$ cat src/rtl/aurva_pkg.sv
// Shared constants and helpers for the NTT result path and the coefficient packer.
package aurva_pkg;

  localparam int unsigned C_AXIS_TDATA_WIDTH = 256;
  localparam int unsigned C_LANE_WIDTH       = 32;
  localparam int unsigned C_COEFF_WIDTH      = 27;
  localparam int unsigned LP_LANES           = C_AXIS_TDATA_WIDTH / C_LANE_WIDTH;
  localparam int unsigned LP_KEEP_W          = C_AXIS_TDATA_WIDTH / 8;
  localparam int unsigned LP_IDX_W           = $clog2(LP_LANES);
  localparam int unsigned LP_LANE_BYTES      = C_LANE_WIDTH / 8;

  // Debug observation widths shared with the NTT datapath.
  localparam int unsigned LP_DBG_IDX_W       = LP_IDX_W;
  localparam int unsigned LP_DBG_STAGE_W     = 4;
  localparam int unsigned LP_DBG_BUS_W       = 16;

  // Byte-enable mask covering lanes 0..idx inclusive.
  function automatic logic [LP_KEEP_W-1:0] lanes_to_tkeep(input logic [LP_IDX_W-1:0] idx);
    logic [LP_KEEP_W-1:0] keep;
    keep = '0;
    for (int i = 0; i < int'(LP_LANES); i++) begin
      if (LP_IDX_W'(i) <= idx) keep[i*LP_LANE_BYTES +: LP_LANE_BYTES] = '1;
    end
    return keep;
  endfunction

endpackage

$ cat src/rtl/aurva_coeff_packer_if.sv
// Coefficient input stream and packed-beat output stream seen by the packer.
interface aurva_coeff_packer_if;
  import aurva_pkg::*;

  logic                          s_axis_tvalid;
  logic                          s_axis_tready;
  logic [C_COEFF_WIDTH-1:0]      s_axis_tdata;
  logic                          s_axis_tlast;
  logic                          m_axis_tvalid;
  logic                          m_axis_tready;
  logic [C_AXIS_TDATA_WIDTH-1:0] m_axis_tdata;
  logic [LP_KEEP_W-1:0]          m_axis_tkeep;
  logic                          m_axis_tlast;

  // Packer side.
  modport slave (
    input  s_axis_tvalid, s_axis_tdata, s_axis_tlast, m_axis_tready,
    output s_axis_tready, m_axis_tvalid, m_axis_tdata, m_axis_tkeep, m_axis_tlast
  );

  // Upstream producer / downstream consumer side.
  modport master (
    output s_axis_tvalid, s_axis_tdata, s_axis_tlast, m_axis_tready,
    input  s_axis_tready, m_axis_tvalid, m_axis_tdata, m_axis_tkeep, m_axis_tlast
  );

endinterface

$ cat src/rtl/aurva_coeff_packer.sv
// Packs one 27-bit coefficient per beat into 8-lane 256-bit AXI4-Stream beats.
module aurva_coeff_packer
  import aurva_pkg::*;
(
  input  logic                 aclk,
  input  logic                 areset_n,
  aurva_coeff_packer_if.slave  axis,
  output logic                 packet_done
);

  logic [LP_IDX_W-1:0]                     idx_q;
  logic [LP_LANES-2:0][C_LANE_WIDTH-1:0]   asm_q;
  logic                                    ready_en_q;
  logic                                    out_full_q;
  logic [C_AXIS_TDATA_WIDTH-1:0]           data_q;
  logic [LP_KEEP_W-1:0]                    keep_q;
  logic                                    last_q;

  logic                                    in_hs_c;
  logic                                    out_hs_c;
  logic                                    beat_done_c;
  logic [C_LANE_WIDTH-1:0]                 lane_c;
  logic [LP_LANES-1:0][C_LANE_WIDTH-1:0]   beat_c;

  // Input is accepted whenever the output register is free or draining this cycle.
  assign axis.s_axis_tready = ready_en_q && (!out_full_q || axis.m_axis_tready);
  assign axis.m_axis_tvalid = out_full_q;
  assign axis.m_axis_tdata  = data_q;
  assign axis.m_axis_tkeep  = keep_q;
  assign axis.m_axis_tlast  = last_q;

  assign in_hs_c     = axis.s_axis_tvalid && axis.s_axis_tready;
  assign out_hs_c    = out_full_q && axis.m_axis_tready;
  assign beat_done_c = in_hs_c && ((idx_q == LP_IDX_W'(LP_LANES - 1)) || axis.s_axis_tlast);
  assign lane_c      = C_LANE_WIDTH'(axis.s_axis_tdata);

  // Completed beat: buffered lanes below idx, current coefficient at idx, zeros above.
  always_comb begin
    beat_c = '0;
    for (int i = 0; i < int'(LP_LANES) - 1; i++) begin
      if (LP_IDX_W'(i) < idx_q) beat_c[i] = asm_q[i];
    end
    beat_c[idx_q] = lane_c;
  end

  always_ff @(posedge aclk or negedge areset_n) begin
    if (!areset_n) begin
      idx_q       <= '0;
      asm_q       <= '0;
      ready_en_q  <= 1'b0;
      out_full_q  <= 1'b0;
      data_q      <= '0;
      keep_q      <= '0;
      last_q      <= 1'b0;
      packet_done <= 1'b0;
    end else begin
      ready_en_q  <= 1'b1;
      packet_done <= out_hs_c && last_q;

      if (out_hs_c) out_full_q <= 1'b0;

      if (beat_done_c) begin
        out_full_q <= 1'b1;
        data_q     <= beat_c;
        keep_q     <= lanes_to_tkeep(idx_q);
        last_q     <= axis.s_axis_tlast;
        idx_q      <= '0;
        asm_q      <= '0;
      end else if (in_hs_c) begin
        asm_q[idx_q] <= lane_c;
        idx_q        <= idx_q + LP_IDX_W'(1);
      end
    end
  end

endmodule

$ cat src/flat_wrapper.sv
// flat-port wrapper written by rule: the top's interface ports become plain ports
module aurva_coeff_packer_flat import aurva_pkg::*;
  (aclk, areset_n, packet_done, axis_s_axis_tvalid, axis_s_axis_tdata, axis_s_axis_tlast, axis_m_axis_tready, axis_s_axis_tready, axis_m_axis_tvalid, axis_m_axis_tdata, axis_m_axis_tkeep, axis_m_axis_tlast);
  aurva_coeff_packer_if axis_i ();
  input  logic aclk;
  input  logic areset_n;
  output logic packet_done;
  input wire logic [$bits(axis_i.s_axis_tvalid)-1:0] axis_s_axis_tvalid;
  input wire logic [$bits(axis_i.s_axis_tdata)-1:0] axis_s_axis_tdata;
  input wire logic [$bits(axis_i.s_axis_tlast)-1:0] axis_s_axis_tlast;
  input wire logic [$bits(axis_i.m_axis_tready)-1:0] axis_m_axis_tready;
  output wire logic [$bits(axis_i.s_axis_tready)-1:0] axis_s_axis_tready;
  output wire logic [$bits(axis_i.m_axis_tvalid)-1:0] axis_m_axis_tvalid;
  output wire logic [$bits(axis_i.m_axis_tdata)-1:0] axis_m_axis_tdata;
  output wire logic [$bits(axis_i.m_axis_tkeep)-1:0] axis_m_axis_tkeep;
  output wire logic [$bits(axis_i.m_axis_tlast)-1:0] axis_m_axis_tlast;
  assign axis_i.s_axis_tvalid = axis_s_axis_tvalid;
  assign axis_i.s_axis_tdata = axis_s_axis_tdata;
  assign axis_i.s_axis_tlast = axis_s_axis_tlast;
  assign axis_i.m_axis_tready = axis_m_axis_tready;
  assign axis_s_axis_tready = axis_i.s_axis_tready;
  assign axis_m_axis_tvalid = axis_i.m_axis_tvalid;
  assign axis_m_axis_tdata = axis_i.m_axis_tdata;
  assign axis_m_axis_tkeep = axis_i.m_axis_tkeep;
  assign axis_m_axis_tlast = axis_i.m_axis_tlast;
  aurva_coeff_packer u_core (.aclk(aclk), .areset_n(areset_n), .axis(axis_i), .packet_done(packet_done));
endmodule
$ cat config.mk
export PLATFORM = sky130hd
export DESIGN_NAME = aurva_coeff_packer_flat
export DESIGN_NICKNAME = d
export VERILOG_FILES = /design/src/rtl/aurva_pkg.sv /design/src/rtl/aurva_coeff_packer_if.sv /design/src/rtl/aurva_coeff_packer.sv /design/src/flat_wrapper.sv
export SDC_FILE = /design/constraint.sdc
export NUM_CORES = 1
export LEC_CHECK = 0
export BUFFER_PORTS_ARGS = -buffer_cell sky130_fd_sc_hd__buf_2
export CORE_AREA = 2 2 207 209
export DETAILED_ROUTE_END_ITERATION = 12
export DIE_AREA = 0 0 209 211
export GPL_ROUTABILITY_DRIVEN = 0
export PLACE_DENSITY = 0.72
export RECOVER_POWER = 50
export SLEW_MARGIN = 25
export SYNTH_ARGS = -nofsm -noshare
export SYNTH_HDL_FRONTEND = slang
export SYNTH_SLANG_ARGS = --single-unit
$ cat constraint.sdc
create_clock -name aclk -period 2.1 [get_ports aclk]
set_clock_uncertainty 0.05 [all_clocks]
set_input_delay 0.105 -clock aclk [delete_from_list [all_inputs] [get_ports aclk]]
set_output_delay 0.105 -clock aclk [all_outputs]
set_load 0.03 [all_outputs]
==> impl_metrics.env, run 1 <==
export IMPL_synthMuxAreaShare=0.131
export IMPL_fillers=3423
export IMPL_cts_buffers=43
export IMPL_synth_compound_area_frac=0.184
export IMPL_fin_crit_ps=2130
export IMPL_grt_remaining_overflow=0
export IMPL_relSlewSlack=0.263
export IMPL_drive_above_1_share=0.306
export IMPL_synthSimpleGateAreaFrac=0.0455
export IMPL_syn_area_sq_um=18700
export IMPL_p_seq_frac=0.405
export IMPL_synth_cell_types=39
export IMPL_die_h_um=211
export IMPL_areaGrowthSynthToFinish_pct=25.3
export IMPL_firstDrtPassIters=5
export IMPL_antenna_found_initial=0
export IMPL_critPathCaptureType="flop"
export IMPL_synthAdderAreaFrac=0.00201
export IMPL_fp_dieW_um=209
export IMPL_finalSetupViolCount=28
export IMPL_syn_inst=1467
export IMPL_ios=324
export IMPL_grt_start_max_net_pins=73
export IMPL_cp_data_required_time_ps=2490
export IMPL_p_clk_frac=0.314
export IMPL_critical_path_class="reg2reg"
export IMPL_rsz0062_at_grt="true"
export IMPL_clock_latency_ps=550
export IMPL_worst_pin_slew_ps=1100
export IMPL_synth_top_family_by_area="compound AO/OA/AOI/OAI gates"
export IMPL_setup_ws_ps=-33.4
export IMPL_route_detailed_drc=0
export IMPL_ys_warn_count=0
export IMPL_num_vias=14000
export IMPL_register_area_sq_um=10700
export IMPL_fin_hold_ws_ps=57.3
export IMPL_max_vdd_ir_drop_v=0.000508
export IMPL_status="finished, violations left"
export IMPL_wl_per_cell_um=25.3
export IMPL_numClockSinks=426
export IMPL_core_sq_um=41800
export IMPL_drtIter0Drc=1305
export IMPL_cts_path_max_buffers=3
export IMPL_cp_data_arrival_time_ps=2520
export IMPL_port_buffers=313
export IMPL_switching_power_mw=8.56
export IMPL_clock_root_buffer="clkbuf_16"
export IMPL_nets=1820
export IMPL_power_per_cell_area_nw_per_um2=1060
export IMPL_core_rowCount=75
export IMPL_seq_area_frac_synth=0.570
export IMPL_avgSynthCellArea_sq_um=12.7
export IMPL_cell_internal_pwr_mw=16.4
export IMPL_dp_hpwl_mm=38.2
export IMPL_period_share=1.02
export IMPL_rr_startpoint="u_core.idx_q[1]"
export IMPL_cap_violations=0
export IMPL_p_leak_nw=11.2
export IMPL_cts_clk_slew_worst_paths_ps=60
export IMPL_cts_tree="yes"
export IMPL_pwr_share_comb=0.282
export IMPL_synth_xor_area_frac=0
export IMPL_wl_mm=59.4
export IMPL_start_util=0.447
export IMPL_hold_class="in2reg"
export IMPL_failed_checks="setup timing"
export IMPL_finalHoldViolations=0
export IMPL_hp_start="axis_s_axis_tvalid"
export IMPL_grt_pass1_wl_mm=86.6
export IMPL_synth_seq_cells=426
export IMPL_multi_input_area_sq_um=7130
export IMPL_maxSlewViolCount=0
export IMPL_grt_usage=0.256
export IMPL_critPathLaunch="u_core.idx_q[1]"
export IMPL_ant_nets=0
export IMPL_cp_start_kind="flop"
export IMPL_fmax_mhz=469
export IMPL_p_total_mw=24.9
export IMPL_switching_share=0.344
export IMPL_antenna_cells=0
export IMPL_critPathMaxFanout=5
export IMPL_viasPerCell=5.97
export IMPL_htree_levels=2
export IMPL_grt_pass1_vias=14000
export IMPL_dieArea_sq_um=44100
==> stage by stage <==
| step | TNS (ps) | area, sq um | utilization | setup slack [ps] | instances |
|---|---|---|---|---|---|
| 6_report | -289 | 23400 | 0.561 | -33.4 | 2352 |
| 5_1_grt | -9040 | 23400 | 0.561 | -100 | 2352 |
| 4_1_cts | 0 | 22700 | 0.543 | 41.7 | 2315 |
| 3_5_place_dp | -420 | 20900 | 0.502 | -36.8 | 2212 |
| 3_3_place_gp | -434 | 20900 | 0.502 | -23.3 | 2212 |
| 2_1_floorplan | -634 | 18700 | - | -33.8 | 1476 |
==> area by class of cell <==
type / count / area share
flip-flops and latches: 426 / 0.456
clock buffers: 56 / 0.0510
inverters: 32 / 0.00513
repair buffers: 476 / 0.145
clock inverters: 17 / 0.00941
well taps: 539 / 0.0288
multi-input cells: 806 / 0.305
==> cell usage after synthesis <==
| master | count | share of area |
|---|---|---|
| and3b_1 | 3 | 0.0014 |
| a32o_1 | 27 | 0.014 |
| nand3_1 | 27 | 0.0072 |
| mux2i_1 | 56 | 0.030 |
| clkbuf_1 | 95 | 0.019 |
| nor3b_1 | 2 | 0.00080 |
| nor3_2 | 1 | 0.00054 |
| buf_2 | 34 | 0.0091 |
| nand2_1 | 85 | 0.017 |
| o2111ai_2 | 7 | 0.0056 |
| and3_1 | 2 | 0.00067 |
| nor3_1 | 1 | 0.00027 |
| nor2_1 | 29 | 0.0058 |
| or2_1 | 1 | 0.00033 |
| a22o_1 | 137 | 0.064 |
| inv_2 | 2 | 0.00040 |
| dfrtp_1 | 426 | 0.57 |
| a41oi_1 | 27 | 0.013 |
| ha_1 | 3 | 0.0020 |
| o2bb2ai_1 | 162 | 0.076 |
| nor2b_1 | 1 | 0.00033 |
| a31oi_1 | 28 | 0.0094 |
| nor3b_2 | 1 | 0.00067 |
| nor4_4 | 2 | 0.0023 |
| and2_1 | 7 | 0.0023 |
| nand4_1 | 6 | 0.0020 |
| a21o_1 | 3 | 0.0012 |
| nand2b_1 | 3 | 0.0010 |
| buf_1 | 8 | 0.0016 |
| buf_6 | 1 | 0.00060 |
| mux2_1 | 113 | 0.068 |
| or3_1 | 1 | 0.00033 |
| buf_4 | 74 | 0.030 |
| conb_1 | 2 | 0.00040 |
| mux2_2 | 55 | 0.033 |
| nand4_2 | 3 | 0.0020 |
| o21a_1 | 1 | 0.00040 |
| or2_2 | 1 | 0.00033 |
| inv_1 | 30 | 0.0060 |
==> cells in the final DEF, fill, tap and decap left out, drive strengths merged, types with 5 or more instances in the layout <==
cell type | netlist | final
buf | 117 | 346
a41oi | 27 | 27
mux2 | 168 | 168
clkbuf | 95 | 156
a32o | 27 | 27
nand2 | 85 | 85
inv | 32 | 33
bufinv | 0 | 5
and2 | 7 | 7
o2111ai | 7 | 7
a22o | 137 | 137
conb | 2 | 11
clkinv | 0 | 10
dlygate4sd3 | 0 | 30
nor2 | 29 | 29
mux2i | 56 | 56
a31oi | 28 | 28
dfrtp | 426 | 426
nand3 | 27 | 27
nand4 | 9 | 9
o2bb2ai | 162 | 162
==> worst paths after layout <==
kind	endpoint	slack, ps	cells past startpoint
max	u_core.axis.m_axis_tdata[144]	-30	9
min	u_core.idx_q[1]	60	4
max reg2reg	u_core.axis.m_axis_tdata[144]	-30	9
min reg2reg	u_core.axis.m_axis_tdata[210]	430	1
max in group asynchronous	u_core.axis.m_axis_tdata[223]	250	3
min in group asynchronous	u_core.axis.m_axis_tdata[180]	280	2
==> flip-flops by register name, summed over array words and instances (netlist names) <==
name,cells
u_core.ready_en_q,1
u_core.idx_q,3
u_core.axis.m_axis_tdata,222
u_core.asm_q,189
u_core.axis.m_axis_tlast,1
u_core.axis.m_axis_tkeep,8
u_core.axis.m_axis_tvalid,1
u_core.packet_done,1
==> metal layers <==
layer  GRT usage  share of wire  vias to the layer above  routed length [um]
li1            -              -                     6024                   -
met3      0.0623          0.086                      124                5100
met2       0.410           0.47                      658               28000
met4      0.0756          0.029                        0                1700
met5           0              0                        -                   0
met1       0.347           0.41                     7226               24600
==> cells by family (layout without fill, tap and decap cells) <==
logic type	Yosys count	in the layout
compound gates	392	392
fa+ha+maj	3	3
buf+inv	244	581
flops	426	426
mux	224	224
other cells	2	11
simple gates	176	176
==> power by group through the flow <==
stage,registers [mW],logic [mW],clock network [mW]
after global placement,10.1,6.54,0
after detailed placement,10.1,6.65,0
final,10.1,7.02,7.82
after floorplan,11.3,3.10,0
after global routing,10.2,7.44,8.24
after CTS,10.0,6.72,7.90
==> worst max-delay path: stages (launching register included) <==
cell       delay, ps
dfrtp_1          390
ha_4             150
ha_4             150
nor2_4            50
nor4_4           270
buf_4            160
buf_12           130
clkbuf_16        180
clkbuf_16        160
mux2_2           340
==> what timing repair did <==
action,4_1_cts,5_1_grt
gates resized for setup,1,98
endpoints found under the setup margin,65,188
gates cloned,0,15
hold buffers,30,0
pin swaps,0,2
setup buffers,0,22
endpoints found under the hold margin,169,0
No activity file was read; power rests on OpenSTA's default activity.
==> run 2, diff against run 1 <==
--- a/config.mk
+++ b/config.mk
@@ -10,7 +10,7 @@
 export DETAILED_ROUTE_END_ITERATION = 12
 export DIE_AREA = 0 0 209 211
 export GPL_ROUTABILITY_DRIVEN = 0
-export PLACE_DENSITY = 0.72
+export PLACE_DENSITY = 0.76
 export RECOVER_POWER = 50
 export SLEW_MARGIN = 25
 export SYNTH_ARGS = -nofsm -noshare
==> constraint.sdc (replaced) <==
create_clock -name aclk -period 2.2 [get_ports aclk]
set_clock_uncertainty 0.05 [all_clocks]
set_input_delay 0.11 -clock aclk [delete_from_list [all_inputs] [get_ports aclk]]
set_output_delay 0.11 -clock aclk [all_outputs]
set_load 0.03 [all_outputs]
==> impl_metrics.env, run 2 (synthesis gave the netlist of run 1 again) <==
export IMPL_numClockSinks=426
export IMPL_core_sq_um=41800
export IMPL_pwr_share_comb=0.275
export IMPL_critPathCaptureType="flop"
export IMPL_hold_class="in2reg"
export IMPL_slowest_stage="or2_2"
export IMPL_fin_crit_ps=2210
export IMPL_layout_commonest_cell="dfrtp_1"
export IMPL_nets=1776
export IMPL_use_met2=0.397
export IMPL_grt_start_max_net_pins=71
export IMPL_p_clk_frac=0.307
export IMPL_cp_start_kind="flop"
export IMPL_p_leak_nw=10.6
export IMPL_dp_cells=2202
export IMPL_clock_latency_ps=570
export IMPL_final_cell_mix="dfrtp_1, buf_2, o2bb2ai_1"
export IMPL_clock_root_buffer="clkbuf_16"
export IMPL_critPathMaxFanout=11
export IMPL_rsz0062_at_grt="true"
export IMPL_core_rowCount=75
export IMPL_critical_path_class="reg2reg"
export IMPL_hp_start="axis_s_axis_tvalid"
export IMPL_cap_violations=0
export IMPL_fin_area_sq_um=22300
export IMPL_grt_pass1_vias=13700
export IMPL_antenna_found_initial=0
export IMPL_grt_usage=0.255
export IMPL_areaGrowthSynthToFinish_pct=19.3
export IMPL_max_vdd_ir_drop_v=0.000528
export IMPL_drtIter0Drc=1348
export IMPL_regToRegSetupSlack_ps=-10
export IMPL_rr_endpoint="u_core.asm_q[198]"
export IMPL_cp_data_arrival_time_ps=2640
export IMPL_setup_ws_ps=-12.0
export IMPL_cts_buffers=42
export IMPL_maxSlewViolCount=0
export IMPL_num_vias=13900
export IMPL_failed_checks="setup timing"
export IMPL_fin_hold_ws_ps=67.6
export IMPL_power_per_cell_area_nw_per_um2=1030
export IMPL_wl_per_cell_um=24.9
export IMPL_multi_input_area_sq_um=6870
export IMPL_busiest_layer="met2"
export IMPL_cts_clk_slew_worst_paths_ps=60
export IMPL_path_delay_family="compound AO/OA/AOI/OAI gates"
export IMPL_status="finished, violations left"
export IMPL_antenna_cells=0
export IMPL_p_total_mw=22.9
export IMPL_final_core_util=0.534
export IMPL_critPathBufInv=1
export IMPL_worstHoldPathCells=4
export IMPL_crit_chain="ha_1 > ha_1 > or2_2 > o2111ai_2 > buf_4 > o2bb2ai_1"
export IMPL_rr_startpoint="u_core.idx_q[0]"
export IMPL_die_h_um=211
export IMPL_drive_above_1_share=0.246
export IMPL_p_seq_frac=0.418
export IMPL_viasPerCell=6.04
export IMPL_r2r_cells=6
export IMPL_fp_dieW_um=209
export IMPL_period_share=1.01
export IMPL_htree_levels=2
export IMPL_place_area_sq_um=20700
export IMPL_relSlewSlack=0.0180
export IMPL_finalSetupViolCount=3
export IMPL_dieArea_sq_um=44100
export IMPL_register_area_sq_um=10700
export IMPL_grt_util_met3=0.0726
export IMPL_grt_met1_usage=0.339
export IMPL_setup_tns_ps=-15.8
export IMPL_wl_mm=57.5
export IMPL_switching_share=0.354
export IMPL_fmax_mhz=452
export IMPL_port_buffers=313
export IMPL_hold_end="u_core.idx_q[1]"
export IMPL_cpMostUsedCell="ha_1"
export IMPL_cp_data_required_time_ps=2630
export IMPL_worst_pin_slew_ps=1470
export IMPL_grt_remaining_overflow=0
export IMPL_place_ws_ps=-102
export IMPL_switching_power_mw=8.10
export IMPL_cell_internal_pwr_mw=14.8
export IMPL_dp_hpwl_mm=38.1
export IMPL_layout_cells_non_filler=2311
export IMPL_fillers=3501
export IMPL_finalHoldViolations=0
export IMPL_largest_reg_flops=222
export IMPL_cts_path_max_buffers=3
export IMPL_ant_nets=0
export IMPL_cts_tree="yes"
export IMPL_route_detailed_drc=0
export IMPL_start_util=0.447
export IMPL_ios=324
export IMPL_firstDrtPassIters=5
export IMPL_slowest_delay_ps=460
export IMPL_grt_pass1_wl_mm=85.8
[run 2: cell count changes in the layout (fill, tap and decap cells not counted), moves of 7 or more]
cell / before / now
buf_2: 237 / 202
mux2_4: 62 / 0
buf_12: 24 / 11
clkbuf_16: 54 / 43
mux2_1: 73 / 113
mux2_2: 33 / 55
clkbuf_1: 87 / 121
buf_4: 69 / 62
[run 2: area by class of cell]
type                       count  share of cell area
sequential                   426               0.478
inverter                      32             0.00539
multi-input combinational    806               0.308
tap                          539              0.0303
clock buffer                  62              0.0555
timing repair buffer         433               0.117
clock inverter                13             0.00522
[run 2: how the worst max path moves through the flow]
| stage | depth (start not counted) | slack (ps) | end | from |
|---|---|---|---|---|
| after floorplan | 10 | -50 | u_core.axis.m_axis_tdata[10] | u_core.idx_q[0] |
| final | 6 | -10 | u_core.asm_q[198] | u_core.idx_q[0] |
| after global placement | 7 | -40 | u_core.axis.m_axis_tdata[229] | u_core.idx_q[0] |
| after detailed placement | 7 | -100 | u_core.axis.m_axis_tdata[231] | u_core.idx_q[0] |
| after global routing | 6 | -50 | u_core.asm_q[198] | u_core.idx_q[0] |
| after CTS | 7 | 30 | u_core.axis.m_axis_tdata[68] | u_core.idx_q[1] |
[run 2: repair_timing]
| item | in CTS | in global routing |
|---|---|---|
| buffers inserted | 2 | 0 |
| pin swaps | 1 | 0 |
| cloned | 1 | 1 |
| hold buffers | 30 | 0 |
| endpoints found under the hold margin | 507 | 0 |
| setup endpoints to repair | 105 | 127 |
| gates resized for setup | 3 | 8 |
[run 2: routing by layer]
metal	up-vias	routed length, um
met3	136	5630
met1	7115	23200
met5	-	0
li1	5949	-
met4	0	2170
met2	748	26500
[run 2: worst reg2reg max path, stage by stage, from the launching register on]
cell and delay, ps:
dfrtp_2 410, ha_1 200, ha_1 220, or2_2 460, o2111ai_2 410, buf_4 260
o2bb2ai_1 130
[run 2: power by group through the flow]
stage          logic [mW]  registers, mW  clock network, mW
6_report             6.29           9.58               7.02
5_1_grt              6.63           9.68               7.42
4_1_cts              6.33           9.55               7.08
3_5_place_dp         6.23           9.67                  0
3_3_place_gp         6.13           9.62                  0
2_1_floorplan        2.95           10.8                  0
